==> config.mk <==
export PLATFORM = sky130hd
export DESIGN_NAME = dly_cmd_sequencer
export DESIGN_NICKNAME = d
export VERILOG_FILES = /design/src/rtl/dly_cmd_pkg.sv /design/src/rtl/dly_tap_shadow.sv /design/src/rtl/dly_cmd_sequencer.sv
export SDC_FILE = /design/constraint.sdc
export NUM_CORES = 1
export LEC_CHECK = 0
export CAP_MARGIN = 0
export CORE_ASPECT_RATIO = 0.5
export CORE_MARGIN = 5
export CORE_UTILIZATION = 55
export DETAILED_ROUTE_END_ITERATION = 8
export GPL_ROUTABILITY_DRIVEN = 0
export GPL_TIMING_DRIVEN = 0
export PLACE_DENSITY = 0.78
export SYNTH_ARGS = -nofsm -noshare
export SYNTH_HDL_FRONTEND = slang
export SYNTH_SLANG_ARGS = --single-unit
==> constraint.sdc <==
create_clock -name clk -period 6.17 [get_ports clk]
set_input_delay 0.617 -clock clk [delete_from_list [all_inputs] [get_ports clk]]
set_output_delay 0.617 -clock clk [all_outputs]
set_load 0.03 [all_outputs]
==> src/rtl/dly_cmd_pkg.sv <==
// Shared types and helpers for the delay-line command sequencer.
// Command bit layout is {load, adj, incdec}, matching each dly_cntrl slice.
package dly_cmd_pkg;

    typedef enum logic [1:0] {
        ST_IDLE   = 2'd0,
        ST_ISSUE  = 2'd1,
        ST_SETTLE = 2'd2
    } seq_state_e;

    localparam int CMD_LOAD   = 2;
    localparam int CMD_ADJ    = 1;
    localparam int CMD_INCDEC = 0;

    // All-ones address of the given width selects every channel.
    function automatic logic is_bcast(input logic [31:0] addr, input int aw);
        return addr == (32'hFFFF_FFFF >> (32 - aw));
    endfunction

endpackage

==> src/rtl/dly_tap_shadow.sv <==
// Shadow copy of one delay line's tap setting: load, or saturating +1/-1.
module dly_tap_shadow #(
    parameter int TAP_WIDTH = 6
) (
    input  logic                 clk,
    input  logic                 rst_n,
    input  logic                 en,
    input  logic                 load,
    input  logic                 adj,
    input  logic                 incdec,
    input  logic [TAP_WIDTH-1:0] tap_in,
    output logic [TAP_WIDTH-1:0] tap
);

    localparam logic [TAP_WIDTH-1:0] TAP_MAX = '1;

    always_ff @(posedge clk or negedge rst_n) begin
        if (!rst_n) begin
            tap <= '0;
        end else if (en) begin
            if (load) begin
                tap <= tap_in;
            end else if (adj) begin
                if (incdec) begin
                    if (tap != TAP_MAX) tap <= tap + 1'b1;
                end else begin
                    if (tap != '0) tap <= tap - 1'b1;
                end
            end
        end
    end

endmodule

==> src/rtl/dly_cmd_sequencer.sv <==
// Accepts one delay-line command at a time, pulses the addressed control
// slice(s) for one cycle, tracks tap shadows, then idles for a settle gap.
import dly_cmd_pkg::*;

module dly_cmd_sequencer #(
    parameter int NUM_DLY       = 20,
    parameter int ADDR_WIDTH    = 5,
    parameter int TAP_WIDTH     = 6,
    parameter int SETTLE_CYCLES = 2
) (
    input  logic                   clk,
    input  logic                   rst_n,
    input  logic                   cmd_valid,
    output logic                   cmd_ready,
    input  logic                   dly_load,
    input  logic                   dly_adj,
    input  logic                   dly_incdec,
    input  logic [ADDR_WIDTH-1:0]  dly_addr,
    input  logic [TAP_WIDTH-1:0]   dly_tap_in,
    output logic [3*NUM_DLY-1:0]   dly_cntrl,
    input  logic [ADDR_WIDTH-1:0]  tap_rd_addr,
    output logic [TAP_WIDTH-1:0]   tap_rd_data,
    output logic                   cmd_err,
    output logic                   busy
);

    localparam logic [ADDR_WIDTH:0] NUM_DLY_W = (ADDR_WIDTH + 1)'(NUM_DLY);
    localparam logic [3:0]          SETTLE_M1 = 4'(SETTLE_CYCLES - 1);

    seq_state_e state_q, state_d;
    logic [3:0] cnt_q, cnt_d;

    logic [2:0]            cmd_bits, cmd_q;
    logic [ADDR_WIDTH-1:0] addr_q;
    logic [TAP_WIDTH-1:0]  tap_q;
    logic                  cmd_bcast, bcast_q, cmd_legal, accept, accept_ok;

    logic [NUM_DLY-1:0][2:0]           cntrl_q, cntrl_d;
    logic [NUM_DLY-1:0][TAP_WIDTH-1:0] shadow;

    assign cmd_bits  = {dly_load, dly_adj, dly_incdec};
    assign cmd_bcast = is_bcast(32'(dly_addr), ADDR_WIDTH);
    assign cmd_legal = cmd_bcast || ({1'b0, dly_addr} < NUM_DLY_W);
    assign accept    = (state_q == ST_IDLE) && cmd_valid && cmd_ready;
    assign accept_ok = accept && cmd_legal;
    assign bcast_q   = is_bcast(32'(addr_q), ADDR_WIDTH);

    always_ff @(posedge clk or negedge rst_n) begin
        if (!rst_n) begin
            state_q <= ST_IDLE;
            cnt_q   <= '0;
        end else begin
            state_q <= state_d;
            cnt_q   <= cnt_d;
        end
    end

    always_comb begin
        state_d = state_q;
        cnt_d   = cnt_q;
        case (state_q)
            ST_IDLE: begin
                if (accept_ok) state_d = ST_ISSUE;
            end
            ST_ISSUE: begin
                if (SETTLE_CYCLES == 0) begin
                    state_d = ST_IDLE;
                end else begin
                    state_d = ST_SETTLE;
                    cnt_d   = SETTLE_M1;
                end
            end
            ST_SETTLE: begin
                if (cnt_q == '0) state_d = ST_IDLE;
                else             cnt_d   = cnt_q - 1'b1;
            end
            default: state_d = ST_IDLE;
        endcase
    end

    // Control slices are loaded at acceptance so they are live exactly during ISSUE.
    always_comb begin
        cntrl_d = '0;
        for (int k = 0; k < NUM_DLY; k++) begin
            if (accept_ok && (cmd_bcast || dly_addr == ADDR_WIDTH'(k)))
                cntrl_d[k] = cmd_bits;
        end
    end

    always_ff @(posedge clk or negedge rst_n) begin
        if (!rst_n) begin
            cmd_ready <= 1'b0;
            cmd_err   <= 1'b0;
            cntrl_q   <= '0;
            cmd_q     <= '0;
            addr_q    <= '0;
            tap_q     <= '0;
        end else begin
            cmd_ready <= (state_d == ST_IDLE);
            cmd_err   <= accept && !cmd_legal;
            cntrl_q   <= cntrl_d;
            if (accept_ok) begin
                cmd_q  <= cmd_bits;
                addr_q <= dly_addr;
                tap_q  <= dly_tap_in;
            end
        end
    end

    for (genvar k = 0; k < NUM_DLY; k++) begin : g_ch
        logic hit;
        assign hit = bcast_q || (addr_q == ADDR_WIDTH'(k));

        dly_tap_shadow #(.TAP_WIDTH(TAP_WIDTH)) u_shadow (
            .clk    (clk),
            .rst_n  (rst_n),
            .en     ((state_q == ST_ISSUE) && hit),
            .load   (cmd_q[CMD_LOAD]),
            .adj    (cmd_q[CMD_ADJ]),
            .incdec (cmd_q[CMD_INCDEC]),
            .tap_in (tap_q),
            .tap    (shadow[k])
        );
    end

    always_comb begin
        tap_rd_data = '0;
        for (int k = 0; k < NUM_DLY; k++) begin
            if (tap_rd_addr == ADDR_WIDTH'(k)) tap_rd_data = shadow[k];
        end
    end

    assign dly_cntrl = cntrl_q;
    assign busy      = (state_q != ST_IDLE);

endmodule

* Yosys cells after proc, flatten, opt, wreduce, memory -nomap -nowiden
Cells that the tools add are included.
Word-level totals: word-level logic and storage cells 492, output and inout port bits 69, register bits after elaboration 202
Operators by class: magnitude comparators 1, multiplexer cells 145, add/subtract/negate cells 41, reductions and logical operators 156, equal/unequal tests 102
Operators by type and width (number):
- 6-bit 2-to-1 mux | 120
- 6-bit by 1-bit adder with 6-bit output, second input constant | 20
- 5-bit by 4-bit == test with 1-bit output, second input constant | 24
- 6-bit inequality test, second input constant | 20
- 6-bit nonzero test | 20
- 6-bit by 1-bit subtractor with 6-bit output, second input constant | 20
- 4-bit AND reduction | 20
- 5-bit == test, second input constant | 14
- 5-bit by 3-bit == test with 1-bit output, second input constant | 12
- 3-bit 2-to-1 mux | 20
- 3-bit by 1-bit inequality test with 1-bit output, second input constant | 20
- 3-bit nonzero test | 20
- 1-bit logical AND | 44
- 1-bit logical OR | 41
- 5-bit by 2-bit == test with 1-bit output, second input constant | 6
- 5-bit by 1-bit == test with 1-bit output, second input constant | 3
- 5-bit logical NOT | 3
- 4-bit one-hot mux with 2 select lines | 1
- 2-bit one-hot mux with 3 select lines | 1
- 2-bit nonzero test | 3
- 5-bit less-than comparator, second input constant | 1
- 2-bit logical NOT | 2
- 4-bit logical NOT | 1
- 2-bit 2-to-1 mux | 2
- other kinds (7) | 7

* Logic depth before layout (Yosys ltp)
depth in word-level cells 21, mapped depth 10, gate-level depth less buffers 8

* Hierarchy
Synthesis repeated with hierarchy kept, for this count alone.
Unflattened totals: cell total of the unflattened synthesis 1652, area total of the unflattened synthesis 15229.6 µm²
By module, submodules not included:
- dly_tap_shadow at g_ch[16].u_shadow ... | cells each 53, area each 508.0 µm², times used 13
- dly_cmd_sequencer | cells each 599, area each 4956.0 µm², times used 1
- dly_tap_shadow at g_ch[0].u_shadow ... | cells each 52, area each 524.3 µm², times used 7

* Worst setup path after synthesis
No wires, ideal clock.
path kind register -> register, from register cmd_q[0], to register g_ch[19].u_shadow.tap[5], library setup time 104 ps, slack 198 ps, data arrival time 5868 ps, clock period less this slack 5972 ps, cell stages (with the launch flop) 11, path buffers 2, cells stage by stage dfrtp_1 > buf_4 > inv_1 > clkbuf_1 > ha_1 > and2_1 > a311o_1 > a21oi_1 > xnor2_1 > mux2i_1 > a221oi_1
Between the ends: longest elaborated chain between the ends 3
Ends and longest elaborated chain:
- from (decl) | line dly_cmd_sequencer.sv:33 | logic [2:0] cmd_bits, cmd_q;
- from (signal assigned) | line dly_cmd_sequencer.sv:103 | cmd_q <= cmd_bits;
- 6-bit 2-to-1 mux | line dly_tap_shadow.sv:24 | if (incdec) begin
- 6-bit 2-to-1 mux | line dly_tap_shadow.sv:23 | end else if (adj) begin
- 6-bit 2-to-1 mux | line dly_tap_shadow.sv:21 | if (load) begin
- to (signal assigned) | line dly_tap_shadow.sv:22 | tap <= tap_in;
- to (signal assigned) | line dly_tap_shadow.sv:25 | if (tap != TAP_MAX) tap <= tap + 1'b1;
- to (signal assigned) | line dly_tap_shadow.sv:27 | if (tap != '0) tap <= tap - 1'b1;
- to (decl) | line dly_tap_shadow.sv:12 | output logic [TAP_WIDTH-1:0] tap
Several ways; a longest one is shown, not always the timed one. The select of a mux whose other input is x is not followed. A chain may end at the register's enable or synchronous reset.

* Final worst setup path
from input port tap_rd_addr[3], to output port tap_rd_data[0]
Between the ends: longest elaborated chain between the ends 21
Ends and longest elaborated chain:
- from (decl) | line dly_cmd_sequencer.sv:21 | input logic [ADDR_WIDTH-1:0] tap_rd_addr,
- 5-bit logical NOT | line dly_cmd_sequencer.sv:129 | if (tap_rd_addr == ADDR_WIDTH'(k)) tap_rd_data = shadow[k];
- 6-bit 2-to-1 mux (19 in series) | line dly_cmd_sequencer.sv:129
- 6-bit 2-to-1 mux (*) | line dly_cmd_sequencer.sv:129
- to (decl) | line dly_cmd_sequencer.sv:22 | output logic [TAP_WIDTH-1:0] tap_rd_data,
Mark *: on every way between the ends. The rest lies on a longest branch, timed or not.

==> reports/qor.yml <==
cts:
  cts_hold_buffers: 0
  clk_pin_slew_worst_paths_ns: 0.07
  cts_tree: "yes"
  clk_latency_ns: 0.54
  cts.repair.resized: 0
  h-tree-depth: 1
  postCtsSetupRepairBufs: 0
  cts_root_buf: "clkbuf_16"
  clock-sinks: 202
  cts_buffer_depth: 3
  cts_made_buffers: 21
floorplan:
  chipWidth_um: 235.1
  start_util_pct: 55.52
  coreArea_mm2: 0.02509
  die_h_um: 122.5
  die_area_mm2: 0.02880
  ioPinCount: 91
  std_cell_rows: 41
final_layout:
  insertedDiodeCount: 0
  finalNetCount: 1764
  final_common_cell: "dfrtp_1"
  final_cells: 1999
  layout_common_cells: "202 x dfrtp_1, 135 x nor2_1, 135 x nand2_1"
  fillers: 2056
  syn_to_final_growth_pct: 14.79
  drive_gt1_share_pct: 7.613
  final_util_pct: 63.73
setup_path:
  required_ns: 5.55
  cp-start-kind: "input port"
  arrival_ns: 3.88
  worstSetupEndpointType: "output pin"
  crit_type: "in2out"
  worst-path-max-fanout: 10
grt:
  overflow: 0
  antenna_found_initial: 0
  grt_pass1_vias: 13410
  grt_max_degree: 118
  track_usage_pct: 31.40
  grt_pass1_wl_mm: 72.55
yosys:
  synth_area_mm2: 0.01393
  synth_seq_cells: 202
  synth_edf_count: 0
  synth_area_per_cell_um2: 9.104
  netlist-cell-type-count: 66
  synth_nets: 1653
  synth-warning-count: 0
  seq_area_frac_synth_pct: 36.29
  synthFlopType: "dfrtp_1"
  async_flop_share_pct: 100.0
  syn_inst: 1530
pwr:
  power_leakage_nw: 7.115
  power_density_mw_per_mm2: 471.4
  power.total_mw: 7.537
  ir_drop_uv: 327.0
drt:
  num_vias: 13490
  drt-total-wl_mm: 45.99
  drc: 0
  post_drt_via_cell_ratio: 6.750
  wl_per_cell_um: 23.01
  ant_nets: 0
  initialDrtViolationCount: 1849
  first_pass_iters: 7
placement:
  dp_cells: 1962
  io_buffer_count: 86
  pre_cts_ws_ns: 1.909
  hpwl_mm: 32.76
sta:
  setup_viol: 0
  finClkSkew_ns: 0.01768
  period_needed_ns: 4.496
  fmax_mhz: 222.4
  slew_headroom_pct: 27.75
  tightest_slew_ns: 1.084
  period_share_pct: 72.87
  hold_viol_final: 0
  setup_ws_ns: 1.674
  slew_viol_final: 0
  tns_ns: 0
  rsz0062_at_grt: "false"
run:
  cap_viol_max_count: 0
run_status:
  outcome: "completed"
hold_path:
  hold_class: "in2async"
state kept, by name, summed over array words and instances (netlist names):
signal	cells
g_ch.u_shadow.tap	120
dly_cntrl	60
tap_q	6
addr_q	5
cnt_q	4
cmd_q	3
state_q	2
cmd_err	1
cmd_ready	1
report_power, final:
part	internal (mW)	switching, mW	leakage, nW
clock	0.746	0.596	0.337
combinational	1.63	2.48	4.04
sequential	1.60	0.485	2.73
total	3.97	3.56	7.11
worst max-delay path: stages:
cell	delay (ns)
clkdlybuf4s50_1	0.48
buf_2	0.21
or3b_2	0.48
clkbuf_1	0.27
o21ai_0	0.35
a21oi_1	0.08
a211oi_1	0.45
o32a_1	0.27
clkdlybuf4s50_1	0.68
kinds of logic (layout without fill, tap and decap cells):
kind of cell	count (synthesis)	after routing	synth area share, %
AO/OA/AOI/OAI	499	499	23.13
AND/OR/NAND/NOR	452	452	15.35
flip-flops	202	202	36.29
buffers and inverters	124	249	3.728
adder cells (fa/ha/maj)	101	101	10.15
multiplexers	77	77	6.630
XOR/XNOR	75	75	4.716
cell usage after synthesis, drive strengths merged, types with 11 or more instances:
cell | instances | area share [%]
a21o | 45 | 2.4
nand2b | 13 | 0.58
xor2 | 44 | 2.8
inv | 34 | 0.92
ha | 81 | 7.3
a211o | 13 | 0.82
mux2 | 32 | 2.6
nand3 | 20 | 0.72
clkbuf | 54 | 1.5
buf | 35 | 1.3
nor2 | 135 | 3.6
o211ai | 49 | 2.6
nand2 | 135 | 3.6
a211oi | 24 | 1.3
o21a | 14 | 0.75
a221oi | 11 | 0.69
a31oi | 36 | 1.6
a21oi | 128 | 4.6
mux2i | 36 | 2.6
xnor2 | 31 | 1.9
o21ai | 99 | 3.6
dfrtp | 202 | 36
nor2b | 12 | 0.59
o21bai | 18 | 0.97
nor3 | 39 | 1.4
nand4 | 22 | 0.99
fa | 20 | 2.9
nor4 | 30 | 1.4
area by class of cell:
class / instances / area [um2] / share of cell area (%)
Buffer: 89 / 391.6 / 2.450
Sequential cell: 202 / 5055 / 31.62
Clock inverter: 11 / 140.1 / 0.8765
Timing Repair Buffer: 88 / 920.9 / 5.760
Inverter: 35 / 131.4 / 0.8217
Multi-Input combinational cell: 1204 / 8354 / 52.25
Clock buffer: 26 / 564.3 / 3.530
Tap cell: 344 / 430.4 / 2.692
layer usage:
metal  vias to the layer above  share of wire (%)  track usage [%]
li1                       5904                  -                -
met1                      6468                 39            40.74
met2                       921                 43            47.94
met3                       201                 14            11.83
met4                         0                4.3            13.01
met5                         -                  0                0
stage by stage:
stage / hold WS, ns / area [um2]
2_1_floorplan: 0.3214 / 13930
3_3_place_gp: 0.4637 / 15220
3_5_place_dp: 0.4719 / 15280
4_1_cts: 0.1038 / 15990
5_1_grt: 0.1159 / 15990
6_report: 0.05165 / 15990
worst paths after layout:
kind / to / slack [ns] / cells past startpoint / from
max reg2reg: g_ch[15].u_shadow.tap[5]$_DFFE_PN0P_ / 2.61 / 11 / cmd_q[0]$_DFFE_PN0P_
min: dly_cntrl[18]$_DFF_PN0_ / 0.05 / 1 / rst_n
max: tap_rd_data[0] / 1.67 / 9 / tap_rd_addr[3]
max in group asynchronous: g_ch[5].u_shadow.tap[1]$_DFFE_PN0P_ / 5.07 / 2 / rst_n
min reg2reg: tap_q[2]$_DFFE_PN0P_ / 0.48 / 2 / tap_q[2]$_DFFE_PN0P_
min in group clk: tap_q[2]$_DFFE_PN0P_ / 0.48 / 2 / tap_q[2]$_DFFE_PN0P_
(Power assumes the default switching activity.)
